`config.mk`:
```
export PLATFORM = sky130hd
export DESIGN_NAME = vga_timing_gen
export DESIGN_NICKNAME = d
export VERILOG_FILES = /design/src/rtl/vga_timing_gen.sv
export SDC_FILE = /design/constraint.sdc
export NUM_CORES = 1
export LEC_CHECK = 0
export BUFFER_PORTS_ARGS = -buffer_cell sky130_fd_sc_hd__buf_4
export CAP_MARGIN = 20
export CORE_MARGIN = 4
export CORE_UTILIZATION = 59
export DETAILED_ROUTE_END_ITERATION = 10
export PLACE_DENSITY = 0.86
export SYNTH_ARGS = -nofsm -noshare
export SYNTH_HDL_FRONTEND = slang
export SYNTH_SLANG_ARGS = --single-unit
```
`constraint.sdc`:
```
create_clock -name clk -period 5.7 [get_ports clk]
set_input_delay 1.14 -clock clk [delete_from_list [all_inputs] [get_ports clk]]
set_output_delay 1.14 -clock clk [all_outputs]
set_load 0.05 [all_outputs]
```
`src/rtl/vga_timing_gen.sv`:
```
// Parametrised VGA raster timing generator driven by a pixel clock-enable strobe.
// Optional colour-bar test pattern: define VGA_TIMING_PATTERN_EN.
module vga_timing_gen #(
  parameter int unsigned H_ACTIVE  = 640,
  parameter int unsigned H_FP      = 16,
  parameter int unsigned H_SYNC    = 96,
  parameter int unsigned H_BP      = 48,
  parameter int unsigned V_ACTIVE  = 480,
  parameter int unsigned V_FP      = 10,
  parameter int unsigned V_SYNC    = 2,
  parameter int unsigned V_BP      = 33,
  parameter int unsigned CLK_DIV   = 4,
  parameter bit          HSYNC_POL = 1'b0,
  parameter bit          VSYNC_POL = 1'b0,
  parameter int unsigned CW        = 12
) (
  input  logic          clk,
  input  logic          rst,
  input  logic          en,
  input  logic [3:0]    pix_r,
  input  logic [3:0]    pix_g,
  input  logic [3:0]    pix_b,
  output logic          pix_ce,
  output logic [CW-1:0] x,
  output logic [CW-1:0] y,
  output logic          de,
  output logic          Hsync,
  output logic          Vsync,
  output logic          line_start,
  output logic          frame_start,
  output logic [3:0]    vgaRed,
  output logic [3:0]    vgaGreen,
  output logic [3:0]    vgaBlue
);

  localparam int unsigned H_TOTAL = H_ACTIVE + H_FP + H_SYNC + H_BP;
  localparam int unsigned V_TOTAL = V_ACTIVE + V_FP + V_SYNC + V_BP;
  localparam int unsigned DW      = (CLK_DIV > 1) ? $clog2(CLK_DIV) : 1;

  localparam logic [DW-1:0] DIV_MAX = DW'(CLK_DIV - 1);

  localparam logic [CW-1:0] H_LAST    = CW'(H_TOTAL - 1);
  localparam logic [CW-1:0] H_FP_POS  = CW'(H_ACTIVE);
  localparam logic [CW-1:0] H_SYN_POS = CW'(H_ACTIVE + H_FP);
  localparam logic [CW-1:0] H_BP_POS  = CW'(H_ACTIVE + H_FP + H_SYNC);
  localparam logic [CW-1:0] V_LAST    = CW'(V_TOTAL - 1);
  localparam logic [CW-1:0] V_FP_POS  = CW'(V_ACTIVE);
  localparam logic [CW-1:0] V_SYN_POS = CW'(V_ACTIVE + V_FP);
  localparam logic [CW-1:0] V_BP_POS  = CW'(V_ACTIVE + V_FP + V_SYNC);

  typedef enum logic [1:0] {StActive, StFront, StSync, StBack} axis_st_e;

  logic [DW-1:0] div_cnt;
  logic [CW-1:0] x_d, y_d;
  logic          x_wrap;
  logic          adv;
  axis_st_e      h_st, h_st_d, v_st, v_st_d;

  assign adv = pix_ce & en;

  // Next coordinates and axis states; outputs are registered from these so they
  // always describe the (x,y) being displayed.
  always_comb begin
    x_wrap = (x == H_LAST);
    x_d    = x_wrap ? '0 : x + CW'(1);
    y_d    = y;
    if (x_wrap) begin
      y_d = (y == V_LAST) ? '0 : y + CW'(1);
    end

    h_st_d = h_st;
    case (h_st)
      StActive: if (x_d == H_FP_POS)  h_st_d = StFront;
      StFront:  if (x_d == H_SYN_POS) h_st_d = StSync;
      StSync:   if (x_d == H_BP_POS)  h_st_d = StBack;
      StBack:   if (x_d == '0)        h_st_d = StActive;
      default:                        h_st_d = StActive;
    endcase

    v_st_d = v_st;
    if (x_wrap) begin
      case (v_st)
        StActive: if (y_d == V_FP_POS)  v_st_d = StFront;
        StFront:  if (y_d == V_SYN_POS) v_st_d = StSync;
        StSync:   if (y_d == V_BP_POS)  v_st_d = StBack;
        StBack:   if (y_d == '0)        v_st_d = StActive;
        default:                        v_st_d = StActive;
      endcase
    end
  end

  always_ff @(posedge clk or posedge rst) begin
    if (rst) begin
      div_cnt     <= '0;
      pix_ce      <= 1'b0;
      x           <= H_LAST;
      y           <= V_LAST;
      h_st        <= StBack;
      v_st        <= StBack;
      de          <= 1'b0;
      Hsync       <= ~HSYNC_POL;
      Vsync       <= ~VSYNC_POL;
      line_start  <= 1'b0;
      frame_start <= 1'b0;
    end else begin
      if (en) begin
        if (div_cnt == DIV_MAX) begin
          div_cnt <= '0;
          pix_ce  <= 1'b1;
        end else begin
          div_cnt <= div_cnt + DW'(1);
          pix_ce  <= 1'b0;
        end
      end else begin
        pix_ce <= 1'b0;
      end

      if (adv) begin
        x           <= x_d;
        y           <= y_d;
        h_st        <= h_st_d;
        v_st        <= v_st_d;
        de          <= (h_st_d == StActive) && (v_st_d == StActive);
        Hsync       <= (h_st_d == StSync) ? HSYNC_POL : ~HSYNC_POL;
        Vsync       <= (v_st_d == StSync) ? VSYNC_POL : ~VSYNC_POL;
        line_start  <= (x_d == '0);
        frame_start <= (x_d == '0) && (y_d == '0);
      end else begin
        line_start  <= 1'b0;
        frame_start <= 1'b0;
      end
    end
  end

`ifdef VGA_TIMING_PATTERN_EN
  localparam logic [CW-1:0] BAR_LAST = CW'(H_ACTIVE / 8 - 1);

  logic [2:0]    bar_idx;
  logic [CW-1:0] bar_cnt;
  logic          unused_pix;

  assign unused_pix = ^{pix_r, pix_g, pix_b};

  // Bar index tracks x_d so it lines up with the registered coordinates.
  always_ff @(posedge clk or posedge rst) begin
    if (rst) begin
      bar_idx <= '0;
      bar_cnt <= '0;
    end else if (adv) begin
      if (x_d == '0) begin
        bar_idx <= '0;
        bar_cnt <= '0;
      end else if (x_d < H_FP_POS) begin
        if (bar_cnt == BAR_LAST) begin
          bar_cnt <= '0;
          bar_idx <= bar_idx + 3'd1;
        end else begin
          bar_cnt <= bar_cnt + CW'(1);
        end
      end
    end
  end

  assign vgaRed   = (de && bar_idx[2]) ? 4'hF : 4'h0;
  assign vgaGreen = (de && bar_idx[1]) ? 4'hF : 4'h0;
  assign vgaBlue  = (de && bar_idx[0]) ? 4'hF : 4'h0;
`else
  assign vgaRed   = de ? pix_r : 4'h0;
  assign vgaGreen = de ? pix_g : 4'h0;
  assign vgaBlue  = de ? pix_b : 4'h0;
`endif

endmodule

```
Word level (Yosys, flattened, before mapping)
Index checks and enable logic that the tools add are counted.

Register bits after elaboration: 36. Input port bits: 15. Output and inout bits: 42. Word-level logic and storage cells: 64.

Add/subtract/negate cells: 3. Equality and inequality tests: 17. Muxes and demuxes: 24. Bitwise logic cells: 1. Reduce and logical (&&, ||, !) cells: 8.

Operators by type and width (number): 12-bit by 10-bit == test with 1-bit output, second input constant (5); 12-bit by 9-bit == test with 1-bit output, second input constant (3); 12-bit two-way mux (3); 12-bit by 1-bit adder with 12-bit output, second input constant (2); 12-bit zero test (2); 2-bit two-way mux (10); 2-bit case mux with 4 select lines (2); 2-bit == test, second input constant (7); 4-bit two-way mux (3); 2-bit zero test (4); 1-bit two-way mux (6); 2-bit by 1-bit == test with 1-bit output, second input constant (2); 2-bit by 1-bit adder with 2-bit output, second input constant (1); 1-bit logical AND (2); 1-bit bitwise AND (1).

Depth between registers and ports, before layout
Gate-level depths: netlist of the first run.

Depth in word-level cells: 9. Gate-level depth with buffers: 12. Mapped depth without buffers: 10.

Least setup slack after synthesis of the first run
OpenSTA, ideal clock, no wires.

Path kind: register to register. Start point: register x[0]. End point: register de. Setup time: 0.104 ns. Data arrival time: 3.219 ns. Data required time: 5.596 ns. Path slack: 2.378 ns. Stages on the path, launching flop included: 11. Buffers on the path: 1. Period minus slack after synthesis: 3.322 ns. Path through: dfstp_2 -> ha_1 -> and4_1 -> buf_4 -> nand4_2 -> or4_1 -> and2_4 -> nor4_4 -> nand3_2 -> a311o_1 -> o41ai_2.

Cells in the longest elaborated chain, start to end: 8. Elaborated cells between the ends (all ways): 26. Classes of those cells: add/sub (1); eq/ne (7); mux (13); reduce/logical (5).

Ends and longest elaborated chain: from (decl) (line 24) `output logic [CW-1:0] x,`; from (signal assigned) (line 96) `x <= H_LAST;`; from (signal assigned) (line 119) `x <= x_d;`; branches (longest 7 deep; another with 12-bit by 1-bit adder with 12-bit output); 1-bit logical AND (*) (line 123) `de <= (h_st_d == StActive) && (v_st_d == StActive);`; to (signal assigned) (line 123); to (decl) (line 26) `output logic de,`.

Mark *: on every way between the ends. A chain may end at the register's enable or synchronous reset.

Worst setup path in the final report of the first run
Same ends and word-level chain as after synthesis.

==> flow_metrics.tcl, run 1 <==
set metrics [dict create \
    route.antenna.remaining_nets 0 \
    syn_area_per_cell_um2 8.60 \
    seq_area_frac_synth 0.359 \
    dp.cells 386 \
    slowest_delay_ns 0.70 \
    ys_warn_count 0 \
    fin_tns_setup_ns 0 \
    clk_path_buf_depth 2 \
    area_delta_synth_final_pct 18.9 \
    min_path_type "reg2reg" \
    seq_area_um2 921 \
    diodes 0 \
    cts.sink_count 36 \
    cts_max_level 2 \
    fin_area_um2 3050 \
    finalMaxSlewViolations 0 \
    multi_input_area_um2 1510 \
    critPathLaunchType "flop" \
    fin_crit_ns 3.85 \
    setup_ws_ns 1.85 \
    tightest_slew_ns 0.587 \
    crit_slowest_cell "or4_1" \
    syn_area_um2 2560 \
    max_freq_mhz 260 \
    dr.pass1.iters 5 \
    post-cts-setup-buffers 0 \
    peakVddDrop_mv 0.244 \
    critPathKind "reg2reg" \
    start_util 0.627 \
    hold_buffers 0 \
    die_w_um 73.9 \
    drt-wirelength-per-cell_um 15.9 \
    ys_ff_latch 36 \
    leakage_nw 1.34 \
    required_ns 5.89 \
    clk_pin_slew_ns 0.07 \
    critPathTopFamily "simple AND/OR/NAND/NOR gates" \
    p_clk_frac 0.185 \
    fill_cells 322 \
    p_int_w 0.000525 \
    cts_resized 0 \
    power_switching_share 0.441 \
    drt_wl_total_mm 6.28 \
    fin_cells 394 \
    first_iter_violations 252 \
    syn_nets 318 \
    grt_overflow 0 \
    cts_tree "done" \
    gp_congestion 0.898 \
    rows 23 \
    cts_root_buf "clkbuf_8" \
    power.total_w 0.000939 \
    nets 363 \
    worstSkewPairLatency_ns 0.29 \
    ys.flop_type "dfrtp_1" \
    core_um2 4090 \
    vias 2454 \
    cp_max_fo 23 \
    grt_pass1_wl_mm 10.6 \
    power_frac_comb 0.423 \
    finalSetupViolCount 0 \
    grt_pass1_vias 2243 \
    antenna_found_initial 0 \
    arrival_ns 4.04 \
    cts_buffers 5 \
    rsz0062_at_grt "false" \
    grt_start_max_net_pins 37 \
    maxCapViolCount 0 \
    p_switching_w 0.000414 \
    ys_types 58 \
    seq_power_share 0.392 \
    die_h_um 73.9 \
    r2r_slack_ns 1.85 \
    hold_violations 0 \
    place_hpwl_mm 4.65 \
    power_density_nw_per_um2 308 \
    crit_path_end_kind "flop" \
    portBuffers 56 \
    drive_gt1_frac 0.267 \
    synth_edf_count 0 \
    dp_slack_ns 1.89 \
    grt_use_total 0.249 \
    final_cell_mix "buf_4 (58), nand2_1 (35), dfrtp_1 (20)" \
    routed_via_density 6.23 \
    cp_num_buf_inv 0 \
    slew_headroom 0.607 \
    io_pins 57 \
    layout_commonest_cell "buf_4" \
    status "finished clean" \
    syn_inst 298 \
    drc 0 \
    dieArea_um2 5460 \
    period_share 0.676 \
    synthArstFlopShare 1.00 \
    place_area_um2 2970 \
    crit_chain "ha_1, and4_1, nand4_2, or4_1, and2_4, nor4_4, nand3_2, a311o_1, o41ai_2" \
    finClkSkew_ns 0.00898 \
]
[layer usage]
layer  routed length, um  up-vias  part of all wire  track usage
li1                    -     1170                 -            -
met1                2680     1151              0.43        0.346
met2                2860      120              0.46        0.385
met3                 636       13              0.10       0.0588
met4                 104        0             0.017       0.0805
met5                   0        -                 0            0
[worst paths after layout]
| path | startpoint | end | cells after the start |
|---|---|---|---|
| worst max register to register | x[0] | de | 9 |
| worst max-delay path | x[0] | de | 9 |
| max in group asynchronous | rst | Vsync | 3 |
| min in group asynchronous | rst | y[10] | 3 |
| worst min-delay path | div_cnt[0] | div_cnt[0] | 1 |
| worst min register to register | div_cnt[0] | div_cnt[0] | 1 |
[area by class of cell]
class | instances | area share
Clock inverter | 1 | 0.00164
Inverter | 11 | 0.0135
Sequential cell | 36 | 0.302
Tap cell | 50 | 0.0205
Multi-Input combinational cell | 231 | 0.494
Timing Repair Buffer | 58 | 0.143
Clock buffer | 7 | 0.0250
[kinds of logic after synthesis]
group	Yosys count	synth area share
AOI/OAI and AO/OA	58	0.160
buffers and inverters	31	0.0527
xor gates and xnor gates	18	0.0615
muxes	6	0.0249
DFF	36	0.359
and+or+nand+nor	144	0.317
adders and majority gates	5	0.0244
[sequential cells by signal, summed over array words and instances, names as in the netlist]
name         count
x               12
y               12
div_cnt          2
h_st             2
v_st             2
Hsync            1
Vsync            1
de               1
frame_start      1
line_start       1
pix_ce           1
[stage by stage]
| stage | hold WS [ns] | utilization |
|---|---|---|
| CTS | 0.498 | 0.746 |
| global route | 0.525 | 0.746 |
| floorplan | 0.457 | - |
| finish | 0.490 | 0.746 |
| detailed placement | 0.488 | 0.726 |
| global placement | 0.471 | 0.726 |
[power by group through the flow]
stage                     clock network, W  registers [W]  logic (W)
after floorplan                          0       0.000454   0.000192
after global placement                   0       0.000367   0.000393
after detailed placement                 0       0.000371   0.000399
after CTS                         0.000179       0.000367   0.000399
after global routing              0.000190       0.000377   0.000425
final                             0.000174       0.000368   0.000397
[Yosys cell counts, types with 2 or more instances]
cell | instances | area share
and4_1 | 4 | 0.014
nand3b_1 | 3 | 0.0088
a31oi_1 | 7 | 0.017
xnor2_1 | 15 | 0.051
nand2_1 | 35 | 0.051
o31ai_1 | 6 | 0.018
nor2_1 | 16 | 0.023
nor3b_1 | 2 | 0.0059
dfstp_2 | 16 | 0.16
ha_1 | 5 | 0.024
xor2_1 | 3 | 0.010
and2_1 | 19 | 0.046
nor3_1 | 14 | 0.027
nand2b_1 | 2 | 0.0049
inv_1 | 11 | 0.016
a21o_1 | 4 | 0.012
o211ai_1 | 2 | 0.0059
dfrtp_1 | 20 | 0.20
buf_2 | 6 | 0.012
clkbuf_1 | 12 | 0.018
and3_1 | 9 | 0.022
or4_1 | 2 | 0.0059
a21oi_1 | 7 | 0.014
a311oi_1 | 2 | 0.0068
mux2i_1 | 3 | 0.012
o21ai_0 | 11 | 0.021
nand3_1 | 15 | 0.029
a211oi_1 | 4 | 0.012
o2111ai_1 | 2 | 0.0068
mux2_2 | 3 | 0.013
nand4_1 | 7 | 0.017
nor4_1 | 5 | 0.012
No activity file was read; power rests on OpenSTA's default activity.
==> inputs of run 2 (changes only) <==
CORE_UTILIZATION = 55   (was 59)
PLACE_DENSITY = 0.81   (was 0.86)
clock period = 3.85 ns   (was 5.7 ns; I/O delays follow)
==> run 2 against run 1 <==
Clock power rose by 93%. Maximum frequency up 9.1%. Critical endpoint unchanged. Non-clock buffer count up 2. First-iteration DRC count decreased by 3.6%. Sequential power up 47%. Wire length is 1.8% higher. Via count fell by 0.57%. Clock skew barely moved. Sequential share of layout area decreased by 0.44 points. Setup slack lost 1.5 ns. Highest routed layer unchanged. Count of clock-buffer cells in the layout down 1.
==> flow_metrics.tcl, run 2 (same netlist as run 1, synthesis figures left out) <==
set metrics [dict create \
    finClkSkew_ns 0.00928 \
    core_um2 4440 \
    crit_path_end_kind "flop" \
    cts_tree "done" \
    max_freq_mhz 283 \
    route.antenna.remaining_nets 0 \
    dr.pass1.iters 4 \
    grt_use_total 0.228 \
    required_ns 4.04 \
    hold_buffers 0 \
    portBuffers 56 \
    wl_met1_mm 2.90 \
    endpoint "de" \
    area_delta_synth_final_pct 20.7 \
    dp.cells 390 \
    slowest_delay_ns 0.60 \
    status "finished clean" \
    cts_root_buf "clkbuf_8" \
    io_pins 57 \
    drt-wirelength-per-cell_um 16.1 \
    nets 365 \
    crit_slowest_cell "dfstp_2" \
    peakVddDrop_mv 0.327 \
    diodes 0 \
    dr_wl_met2_mm 2.85 \
    tightest_slew_ns 0.596 \
    slew_headroom 0.602 \
    layout_commonest_cell "buf_4" \
    topRoutingLayerUsed "met4" \
    critPathKind "reg2reg" \
    routed_via_density 6.13 \
    maxCapViolCount 0 \
    reg2reg_from "x[0]" \
    hold_depth 1 \
    fin_tns_setup_ns 0 \
    fin_crit_ns 3.53 \
    place_hpwl_mm 4.65 \
    setup_ws_ns 0.317 \
    grt_pass1_wl_mm 11.0 \
    dp_slack_ns 0.269 \
    min_path_type "reg2reg" \
    seq_area_um2 921 \
    gp_congestion 0.944 \
    drc 0 \
    die_w_um 76.3 \
    reg_top3 "x x12, y x12" \
    worst-r2r-cell-count 10 \
    clk_path_buf_depth 2 \
    grt_overflow 0 \
    fill_cells 379 \
    first_iter_violations 243 \
    finalCoreUtilization 0.696 \
    arrival_ns 3.73 \
    wl_met3_um 546 \
    die_h_um 76.3 \
    cts.sink_count 36 \
    grt_pass1_vias 2280 \
    power_density_nw_per_um2 472 \
    period_share 0.918 \
    clk_pin_slew_ns 0.08 \
    vias 2440 \
    antenna_found_initial 0 \
    final_cell_mix "buf_4 (60), nand2_1 (35), dfrtp_1 (20)" \
    start_util 0.577 \
    place_area_um2 2980 \
    drive_gt1_frac 0.277 \
    rows 24 \
    rsz0062_at_grt "false" \
    multi_input_area_um2 1510 \
    drt_wl_total_mm 6.39 \
    cts_max_level 2 \
    finalMaxSlewViolations 0 \
    worstSkewPairLatency_ns 0.29 \
    cp_max_fo 12 \
    dieArea_um2 5810 \
    r2r_slack_ns 0.32 \
    fin_cells 398 \
    hold_violations 0 \
    startpoint "x[0]" \
    fin_area_um2 3090 \
    grt_start_max_net_pins 37 \
    finalSetupViolCount 0 \
    cts_buffers 5 \
    crit_chain "ha_1, and4_1, nand4_2, buf_4, o21ai_0, nand2_1, nor4_1, nand3_1, a311o_1, o41ai_2" \
    critPathLaunchType "flop" \
    reg2reg_to "de" \
    leakage_nw 1.36 \
]
-- run 2: critical path: cells and delay by family (launching register included) --
family	cells	cell delay [ns]
buf+inv	1	0.23
simple gates	5	1.42
flops	1	0.60
compound gates	3	0.94
fa+ha+maj	1	0.24
-- run 2: report_power, final --
part           internal, W  total, W  switching, W
clock             0.000192  0.000335      0.000142
sequential        0.000462  0.000541     0.0000787
combinational     0.000187  0.000586      0.000399
-- run 2: through the flow --
stage | hold WS [ns] | total power, W
floorplan | 0.457 | 0.000956
global placement | 0.472 | 0.00112
detailed placement | 0.481 | 0.00113
CTS | 0.491 | 0.00147
global route | 0.518 | 0.00154
finish | 0.486 | 0.00146
-- run 2: how the worst min path moves through the flow --
stage,from,end,slack [ns]
2_1_floorplan,div_cnt[0],div_cnt[0],0.46
3_3_place_gp,div_cnt[0],div_cnt[0],0.47
3_5_place_dp,div_cnt[0],div_cnt[0],0.48
4_1_cts,div_cnt[0],div_cnt[0],0.49
5_1_grt,div_cnt[0],div_cnt[0],0.52
6_report,div_cnt[0],div_cnt[0],0.49
-- run 2: cell type report --
cell class	count	share of cell area
inverter	11	0.0133
clock buffer	6	0.0235
tap	52	0.0210
sequential	36	0.298
timing repair buffer	60	0.146
clock inverter	2	0.0113
multi-input combinational	231	0.487
-- run 2: what timing repair did --
item / CTS / global route
setup endpoints to repair: 0 / 1
resized for setup: 0 / 1
buffers inserted: 0 / 0
-- run 2: per-layer routing --
metal / vias up / GRT usage
met5: - / 0
met4: 0 / 0.0797
met3: 9 / 0.0591
met2: 111 / 0.344
met1: 1151 / 0.317
li1: 1169 / -
